`config.mk`:
```
export PLATFORM = sky130hd
export DESIGN_NAME = paddle_ctrl_flat
export DESIGN_NICKNAME = d
export VERILOG_FILES = /design/src/rtl/paddle_ctrl_if.sv /design/src/rtl/paddle_ctrl.sv /design/src/flat_wrapper.sv
export SDC_FILE = /design/constraint.sdc
export NUM_CORES = 1
export LEC_CHECK = 0
export ABC_CLOCK_PERIOD_IN_PS = 3300
export BUFFER_PORTS_ARGS = -buffer_cell sky130_fd_sc_hd__buf_2
export CAP_MARGIN = 20
export CELL_PAD_IN_SITES_DETAIL_PLACEMENT = 0
export CELL_PAD_IN_SITES_GLOBAL_PLACEMENT = 1
export CORE_ASPECT_RATIO = 1.1
export CORE_MARGIN = 2
export CORE_UTILIZATION = 37
export DETAILED_ROUTE_END_ITERATION = 10
export PLACE_DENSITY_LB_ADDON = 0.3
export SETUP_SLACK_MARGIN = 0.05
export SLEW_MARGIN = 20
export SYNTH_ARGS = -nofsm -noshare
export SYNTH_HDL_FRONTEND = slang
export SYNTH_SLANG_ARGS = --single-unit
```
`constraint.sdc`:
```
create_clock -name clk -period 3.3 [get_ports clk]
set_input_delay 0.165 -clock clk [delete_from_list [all_inputs] [get_ports clk]]
set_output_delay 0.165 -clock clk [all_outputs]
set_load 0.01 [all_outputs]
```
`src/rtl/paddle_ctrl_if.sv`:
```
// Strobe inputs and paddle status bundle between the debouncer/game side and paddle_ctrl.
interface paddle_ctrl_if #(
  parameter int unsigned Y_W    = 10,
  parameter int unsigned PEND_W = 3
);
  logic                     up_v;
  logic                     down_v;
  logic                     frame_tick;
  logic [Y_W-1:0]           y_pos;
  logic signed [PEND_W-1:0] pending;
  logic                     moving;
  logic                     at_top;
  logic                     at_bottom;
  logic                     dropped;

  modport master (
    output up_v, down_v, frame_tick,
    input  y_pos, pending, moving, at_top, at_bottom, dropped
  );

  modport slave (
    input  up_v, down_v, frame_tick,
    output y_pos, pending, moving, at_top, at_bottom, dropped
  );
endinterface

```
`src/rtl/paddle_ctrl.sv`:
```
// Paddle vertical position controller: queues debounced up/down presses in a
// saturating signed counter and applies one clamped STEP move per frame tick.
module paddle_ctrl #(
  parameter int unsigned Y_W    = 10,
  parameter int unsigned Y_MIN  = 0,
  parameter int unsigned Y_MAX  = 400,
  parameter int unsigned Y_INIT = 200,
  parameter int unsigned STEP   = 4,
  parameter int unsigned PEND_W = 3
) (
  input  logic         clk,
  input  logic         rst_n,
  paddle_ctrl_if.slave bus
);

  localparam int unsigned EW = Y_W + 1;
  localparam int unsigned SW = PEND_W + 1;
  localparam logic signed [SW-1:0] P_MAX = SW'(2**(PEND_W-1) - 1);
  localparam logic signed [SW-1:0] P_MIN = -P_MAX;

  logic [EW-1:0]        y_ext;
  logic [EW-1:0]        room_up;
  logic [EW-1:0]        room_dn;
  logic [Y_W-1:0]       y_nxt;
  logic signed [SW-1:0] p_ext;
  logic signed [SW-1:0] base;
  logic signed [SW-1:0] delta;
  logic signed [SW-1:0] sum;
  logic [PEND_W-1:0]    pend_nxt;
  logic                 drop_c;

  // Next-state: consume one queued move on a tick, then add this cycle's strobe.
  always_comb begin
    y_ext    = {1'b0, bus.y_pos};
    room_up  = y_ext - EW'(Y_MIN);
    room_dn  = EW'(Y_MAX) - y_ext;
    p_ext    = {bus.pending[PEND_W-1], bus.pending};
    y_nxt    = bus.y_pos;
    base     = p_ext;
    delta    = '0;
    drop_c   = 1'b0;

    if (bus.frame_tick) begin
      if (p_ext > 0) begin
        if (room_up < EW'(STEP)) begin
          y_nxt = Y_W'(Y_MIN);
          base  = '0;
        end else begin
          y_nxt = Y_W'(y_ext - EW'(STEP));
          base  = p_ext - SW'(1);
        end
      end else if (p_ext < 0) begin
        if (room_dn < EW'(STEP)) begin
          y_nxt = Y_W'(Y_MAX);
          base  = '0;
        end else begin
          y_nxt = Y_W'(y_ext + EW'(STEP));
          base  = p_ext + SW'(1);
        end
      end
    end

    case ({bus.up_v, bus.down_v})
      2'b10:   delta = SW'(1);
      2'b01:   delta = '1;
      default: delta = '0;
    endcase

    sum = base + delta;
    if (sum > P_MAX) begin
      pend_nxt = P_MAX[PEND_W-1:0];
      drop_c   = 1'b1;
    end else if (sum < P_MIN) begin
      pend_nxt = P_MIN[PEND_W-1:0];
      drop_c   = 1'b1;
    end else begin
      pend_nxt = sum[PEND_W-1:0];
    end
  end

  // Status flags come from next-state values so they line up with y_pos/pending.
  always_ff @(posedge clk) begin
    if (!rst_n) begin
      bus.y_pos     <= Y_W'(Y_INIT);
      bus.pending   <= '0;
      bus.moving    <= 1'b0;
      bus.at_top    <= (Y_INIT == Y_MIN);
      bus.at_bottom <= (Y_INIT == Y_MAX);
      bus.dropped   <= 1'b0;
    end else begin
      bus.y_pos     <= y_nxt;
      bus.pending   <= pend_nxt;
      bus.moving    <= (pend_nxt != '0);
      bus.at_top    <= (y_nxt == Y_W'(Y_MIN));
      bus.at_bottom <= (y_nxt == Y_W'(Y_MAX));
      bus.dropped   <= bus.dropped | drop_c;
    end
  end

endmodule

```
`src/flat_wrapper.sv`:
```
// flat-port wrapper written by rule: the top's interface ports become plain ports
module paddle_ctrl_flat 
#(
  parameter int unsigned Y_W    = 10,
  parameter int unsigned Y_MIN  = 0,
  parameter int unsigned Y_MAX  = 400,
  parameter int unsigned Y_INIT = 200,
  parameter int unsigned STEP   = 4,
  parameter int unsigned PEND_W = 3
)
  (clk, rst_n, bus_up_v, bus_down_v, bus_frame_tick, bus_y_pos, bus_pending, bus_moving, bus_at_top, bus_at_bottom, bus_dropped);
  paddle_ctrl_if #(.Y_W(Y_W), .PEND_W(PEND_W)) bus_i ();
  input  logic clk;
  input  logic rst_n;
  input wire logic [$bits(bus_i.up_v)-1:0] bus_up_v;
  input wire logic [$bits(bus_i.down_v)-1:0] bus_down_v;
  input wire logic [$bits(bus_i.frame_tick)-1:0] bus_frame_tick;
  output wire logic [$bits(bus_i.y_pos)-1:0] bus_y_pos;
  output wire logic [$bits(bus_i.pending)-1:0] bus_pending;
  output wire logic [$bits(bus_i.moving)-1:0] bus_moving;
  output wire logic [$bits(bus_i.at_top)-1:0] bus_at_top;
  output wire logic [$bits(bus_i.at_bottom)-1:0] bus_at_bottom;
  output wire logic [$bits(bus_i.dropped)-1:0] bus_dropped;
  assign bus_i.up_v = bus_up_v;
  assign bus_i.down_v = bus_down_v;
  assign bus_i.frame_tick = bus_frame_tick;
  assign bus_y_pos = bus_i.y_pos;
  assign bus_pending = bus_i.pending;
  assign bus_moving = bus_i.moving;
  assign bus_at_top = bus_i.at_top;
  assign bus_at_bottom = bus_i.at_bottom;
  assign bus_dropped = bus_i.dropped;
  paddle_ctrl #(.Y_W(Y_W), .Y_MIN(Y_MIN), .Y_MAX(Y_MAX), .Y_INIT(Y_INIT), .STEP(STEP), .PEND_W(PEND_W)) u_core (.clk(clk), .rst_n(rst_n), .bus(bus_i));
endmodule
```
-- Word level (Yosys, flattened, before mapping)
Cells that the tools add are included.
- output and inout bits: 17
- flip-flop bits (word level): 17
- word-level logic and storage cells: 39
- bits of input ports: 5
- order comparisons: 6
- reductions and logical operators: 2
- mux-type cells: 15
- equality and inequality tests: 3
- add/subtract/negate cells: 6
- bitwise operators: 1
- operators with widths (operator ; count):
    $mux 10 ; 5
    $mux 4 ; 5
    $lt 11x3->1 const B ; 1
    $sub 9x10->11 const A ; 1
    $add 10x3->10 const B ; 1
    $eq 10x9->1 const B ; 1
    $logic_not 10->1 ; 1
    $lt 10x3->1 const B ; 1
    $sub 10x3->10 const B ; 1
    $pmux 4 s2 ; 1
    $mux 3 ; 2
    $add 3x2->4 const B ; 1
    $add 4x4->4 ; 1
    $gt 4x3->1 const B ; 1
    $lt 4x3->1 const B ; 1
    $sub 3x2->4 const B ; 1
    $gt 3x1->1 const B ; 1
    $lt 3x1->1 const B ; 1
    $reduce_bool 3->1 ; 1
    $eq 2x1->1 const B ; 1
    $eq 2x2->1 const B ; 1
    $mux 1 ; 2
    $or 1x1->1 ; 1

-- Logic depth before layout (Yosys ltp)
- depth in word-level cells: 11
- mapped depth: 17
- depth with buffers taken out: 16

-- Worst setup path after synthesis
Ideal clock, no wire load.
- path kind: register to register
- start point: register u_core.bus.pending[2]
- end point: register u_core.bus.dropped
- stages on the path, launching flop included: 17
- buffers on the path: 2
- slack: -92 ps
- clock period less this slack: 3392 ps
- library setup time: 115 ps
- arrival time: 3278 ps
- data required time: 3185 ps
- cells stage by stage: dfxtp_1 > clkbuf_1 > inv_1 > ha_1 > clkbuf_1 > nand2b_1 > a2111oi_2 > nor3_1 > nor2_1 > a211oi_1 > a21oi_1 > ha_1 > a21oi_1 > xnor2_1 > xnor2_2 > mux2i_1 > o21a_1
- cells in the longest elaborated chain, start to end: 10
- elaborated cells on any way between the ends: 15
- those cells by class: add/sub (3); order compare (4); mux (7); bitwise (1)
- ends and longest elaborated chain (what ; RTL line ; source):
    from (decl) ; paddle_ctrl_if.sv:23 ; output y_pos, pending, moving, at_top, at_bottom, dropped
    from (signal assigned) ; paddle_ctrl.sv:92 ; bus.pending <= pend_nxt;
    $add 3x2->4 ; paddle_ctrl.sv:58 ; base = p_ext + SW'(1);
    $mux 4 ; paddle_ctrl.sv:53 ; if (room_dn < EW'(STEP)) begin
    $mux 4 ; paddle_ctrl.sv:52 ; end else if (p_ext < 0) begin
    $mux 4 ; paddle_ctrl.sv:44 ; if (p_ext > 0) begin
    $mux 4 (*) ; paddle_ctrl.sv:43 ; if (bus.frame_tick) begin
    $add 4x4->4 (*) ; paddle_ctrl.sv:69 ; sum = base + delta;
    $lt 4x3->1 ; paddle_ctrl.sv:73 ; end else if (sum < P_MIN) begin
    $mux 1 ; paddle_ctrl.sv:73 ;
    $mux 1 (*) ; paddle_ctrl.sv:70 ; if (sum > P_MAX) begin
    $or 1x1->1 (*) ; paddle_ctrl.sv:96 ; bus.dropped <= bus.dropped | drop_c;
    to (signal assigned) ; paddle_ctrl.sv:96 ;
    to (decl) ; paddle_ctrl_if.sv:23 ;
Mark *: on every way between the ends. The rest lies on a longest branch, timed or not.
A chain may end at the register's enable or synchronous reset.

-- Worst setup path in the final report
- start point: register u_core.bus.y_pos[5]
- end point: register u_core.bus.pending[0]
- cells in the longest elaborated chain, start to end: 10
- elaborated cells on any way between the ends: 13
- those cells by class: add/sub (2); order compare (4); mux (7)
- ends and longest elaborated chain (what ; RTL line ; source):
    from (decl) ; paddle_ctrl_if.sv:23 ;
    from (signal assigned) ; paddle_ctrl.sv:84 ; bus.y_pos <= Y_W'(Y_INIT);
    from (signal assigned) ; paddle_ctrl.sv:91 ; bus.y_pos <= y_nxt;
    $sub 9x10->11 ; paddle_ctrl.sv:36 ; room_dn = EW'(Y_MAX) - y_ext;
    $lt 11x3->1 ; paddle_ctrl.sv:53 ;
    $mux 4 ; paddle_ctrl.sv:53 ;
    $mux 4 ; paddle_ctrl.sv:52 ;
    $mux 4 (*) ; paddle_ctrl.sv:44 ;
    $mux 4 (*) ; paddle_ctrl.sv:43 ;
    $add 4x4->4 (*) ; paddle_ctrl.sv:69 ;
    $lt 4x3->1 ; paddle_ctrl.sv:73 ;
    $mux 3 ; paddle_ctrl.sv:73 ;
    $mux 3 (*) ; paddle_ctrl.sv:70 ;
Marks and branches as above.

==> metrics <==
Synth Flop Type dfxtp_1; Worst Path Arrival about 3300 ps; fin. max-slew vios 0; relative slew slack between 60% and 70%; fraction of registers with async set/reset 0%; CP Data Required Time 3450 ps; Design Area, Final ~1900 sq um; PortBufs 21; commonest non-fill, non-tap cell in the layout buf_4; Leak 0.000813 uW; Synth-to-Final Area Change 30.9%; WL/cell between 15 and 20 um; Post-synth EDFFs 0; crit path kind reg -> reg; grt met1 use 24.2%; Clock Latency Late Sink 260 ps; initial antenna violation count 0; DIE AREA 4440 sq um; initial DRC count between 100 and 150; fin util 51.2%; highest-delay cell along the critical path or3_4; clock-pin slew on the worst setup and hold paths 70 ps; met3 Usage GRT 2.60%; RSZ-0062 raised after global routing false; Ant. Diodes 0; CTS Buf Count 3; Starting Density approximately 39%; Sum Neg Setup Slack 0 ps; Power Density around 960 nW/um^2; CTS Sinks 17; first-pass GRT wire length roughly 7500 um; layout cell share with drive strength beyond 1 30.9%; # Max-Cap Violations 0; worst clock skew roughly 1.8 ps; clk root buf clkbuf_8; run status finished, final reports clean; CP max FO 6; Die Width between 60 and 70 um; Final ANT Viol Nets 0; nets@finish 247; I/O Pins 22; worst-path cell chain or3_4 -> or3_4 -> a211oi_4 -> o21a_1 -> nor3_1 -> a21o_1 -> ha_2 -> a21o_1 -> a21oi_2 -> xnor2_2 -> xnor2_2 -> buf_6 -> mux2i_1 -> o21a_1; GR Layer Usage met2 40.9%; synthesized area 1450 sq um; core area 3710 sq um; Syn Inst Count approximately 190; Vias roughly 1,600; routability cong. 0.939; Die Ht 69.7 um; drt pass-1 iters 4; HPWL after DPL approximately 3600 um; clock buffer depth 2; worst min path class in -> reg; Max IR drop VDD roughly 0.55 mV; Mean Syn Cell Area about 7.8 sq um; Core Rows 23; most used routing layer met2; maximum clock rate 319 MHz; total grt overflow 0; H-Tree Depth 1; Via density 5.55; final WL between 4000 and 5000 um; CTS tree built; Setup crit end kind flip-flop; Period minus WS final around 3100 ps; main area contributors after synthesis dfxtp_1 23%, ha_1 8.6%, o21ai_0 5.2%; Seq cells post-synth 17; commonest cells after routing, fill and taps aside 27 x buf_4, 21 x buf_2, 19 x nor2_1; sequential-to-total area share from yosys stat 23.4%; DRC violations left 0; dpl cell area about 1700 sq um; CP peak stage delay roughly 410 ps; vias in the first global route 1,571; Overall Power 1830 uW; GRT Util Overall 21.6%; period utilization 94.9%; Worst Max-Slew Pin Slew roughly 580 ps; Hold WS between 150 and 200 ps; Distinct cells, synth 50; Synth top area share 23.4%; largest net degree at the start of global routing 18; Warnings, synthesis 0; leading area contributor after synthesis dfxtp_1; syn_nets about 200; final hold vios 0; Final setup viols 0; type of origin of the critical path flip-flop
## metal layers
metal / part of all wire (%) / vias up / wire [um]
met5: 0 / - / 0
met4: 1.9 / 0 / 91
met3: 3.7 / 9 / 173
met2: 53 / 51 / 2500
met1: 41 / 724 / 1960
li1: - / 771 / -
## final cells by class
type / count / area (sq um)
Tap cell: 50 / 62.6
Sequential cell: 17 / 340
Inverter: 14 / 52.6
Timing Repair Buffer: 49 / 319
Clock buffer: 3 / 41.3
Clock inverter: 1 / 5.00
Multi-Input combinational cell: 146 / 1080
Fill cell: 355 / 1810
## registers in the layout (all words and copies together) (netlist names)
signal	flops
u_core.bus.at_bottom	1
u_core.bus.at_top	1
u_core.bus.dropped	1
u_core.bus.y_pos	10
u_core.bus.moving	1
u_core.bus.pending	3
## synth_stat cells (2+ instances only)
cell type	instances
o2bb2ai_1	2
a31oi_1	2
o22ai_1	3
a21o_1	2
and2_1	5
nand2b_1	3
a211oi_1	3
a21oi_1	11
nand3_1	4
o21bai_1	2
mux2i_1	3
nor2_1	19
inv_1	14
nor2b_1	3
nor3_1	8
ha_1	10
o21a_1	3
a311oi_1	3
o31a_1	3
clkbuf_1	9
nand2_1	11
nor4_1	2
o21ai_0	15
o31ai_1	2
and3_1	2
dfxtp_1	17
or3_1	2
xnor2_1	2
## worst max-delay path: cells and delay by family, from the launching register on
family | cells | cell delay [ps]
AO/OA/AOI/OAI | 6 | 1140
AND/OR/NAND/NOR | 3 | 890
flip-flops | 1 | 310
XOR/XNOR | 2 | 250
adder cells (fa/ha/maj) | 1 | 180
buffers and inverters | 1 | 160
multiplexers | 1 | 110
## cells by family after synthesis
logic type | share of synthesized area [%]
buffers and inverters | 6.72
and+or+nand+nor | 22.7
muxes | 2.07
DFF | 23.4
AOI/OAI and AO/OA | 32.7
adders and majority gates | 9.99
xor gates and xnor gates | 2.33
## stage by stage
step                      setup slack [ps]  instances
after floorplan                       84.7        187
after global placement                59.6        269
after detailed placement             -15.8        269
after CTS                             70.6        275
after global routing                  45.7        280
final                                  169        280
## repair_timing
| action | 4_1_cts | 5_1_grt |
|---|---|---|
| resized for setup | 4 | 9 |
| setup buffers | 2 | 5 |
| hold buffers | 0 | 0 |
| pin swaps | 2 | 10 |
| setup endpoints to repair | 3 | 5 |
## power breakdown
| group | switching [uW] | internal [uW] | total [uW] |
|---|---|---|---|
| Sequential | 25.8 | 256 | 282 |
| Clock | 80.9 | 84.1 | 165 |
| Combinational | 750 | 633 | 1380 |
| Total | 857 | 974 | 1830 |
## path summary, 6_finish.rpt
check | start | to | slack (ps) | cells past startpoint
worst max-delay path | u_core.bus.y_pos[5]$_SDFF_PN0_ | u_core.bus.pending[0]$_SDFF_PN0_ | 170 | 14
worst max register to register | u_core.bus.y_pos[5]$_SDFF_PN0_ | u_core.bus.pending[0]$_SDFF_PN0_ | 170 | 14
worst min register to register | u_core.bus.dropped$_SDFF_PN0_ | u_core.bus.dropped$_SDFF_PN0_ | 480 | 1
worst min-delay path | rst_n | u_core.bus.y_pos[7]$_SDFF_PN1_ | 170 | 2
(Power assumes the default switching activity.)
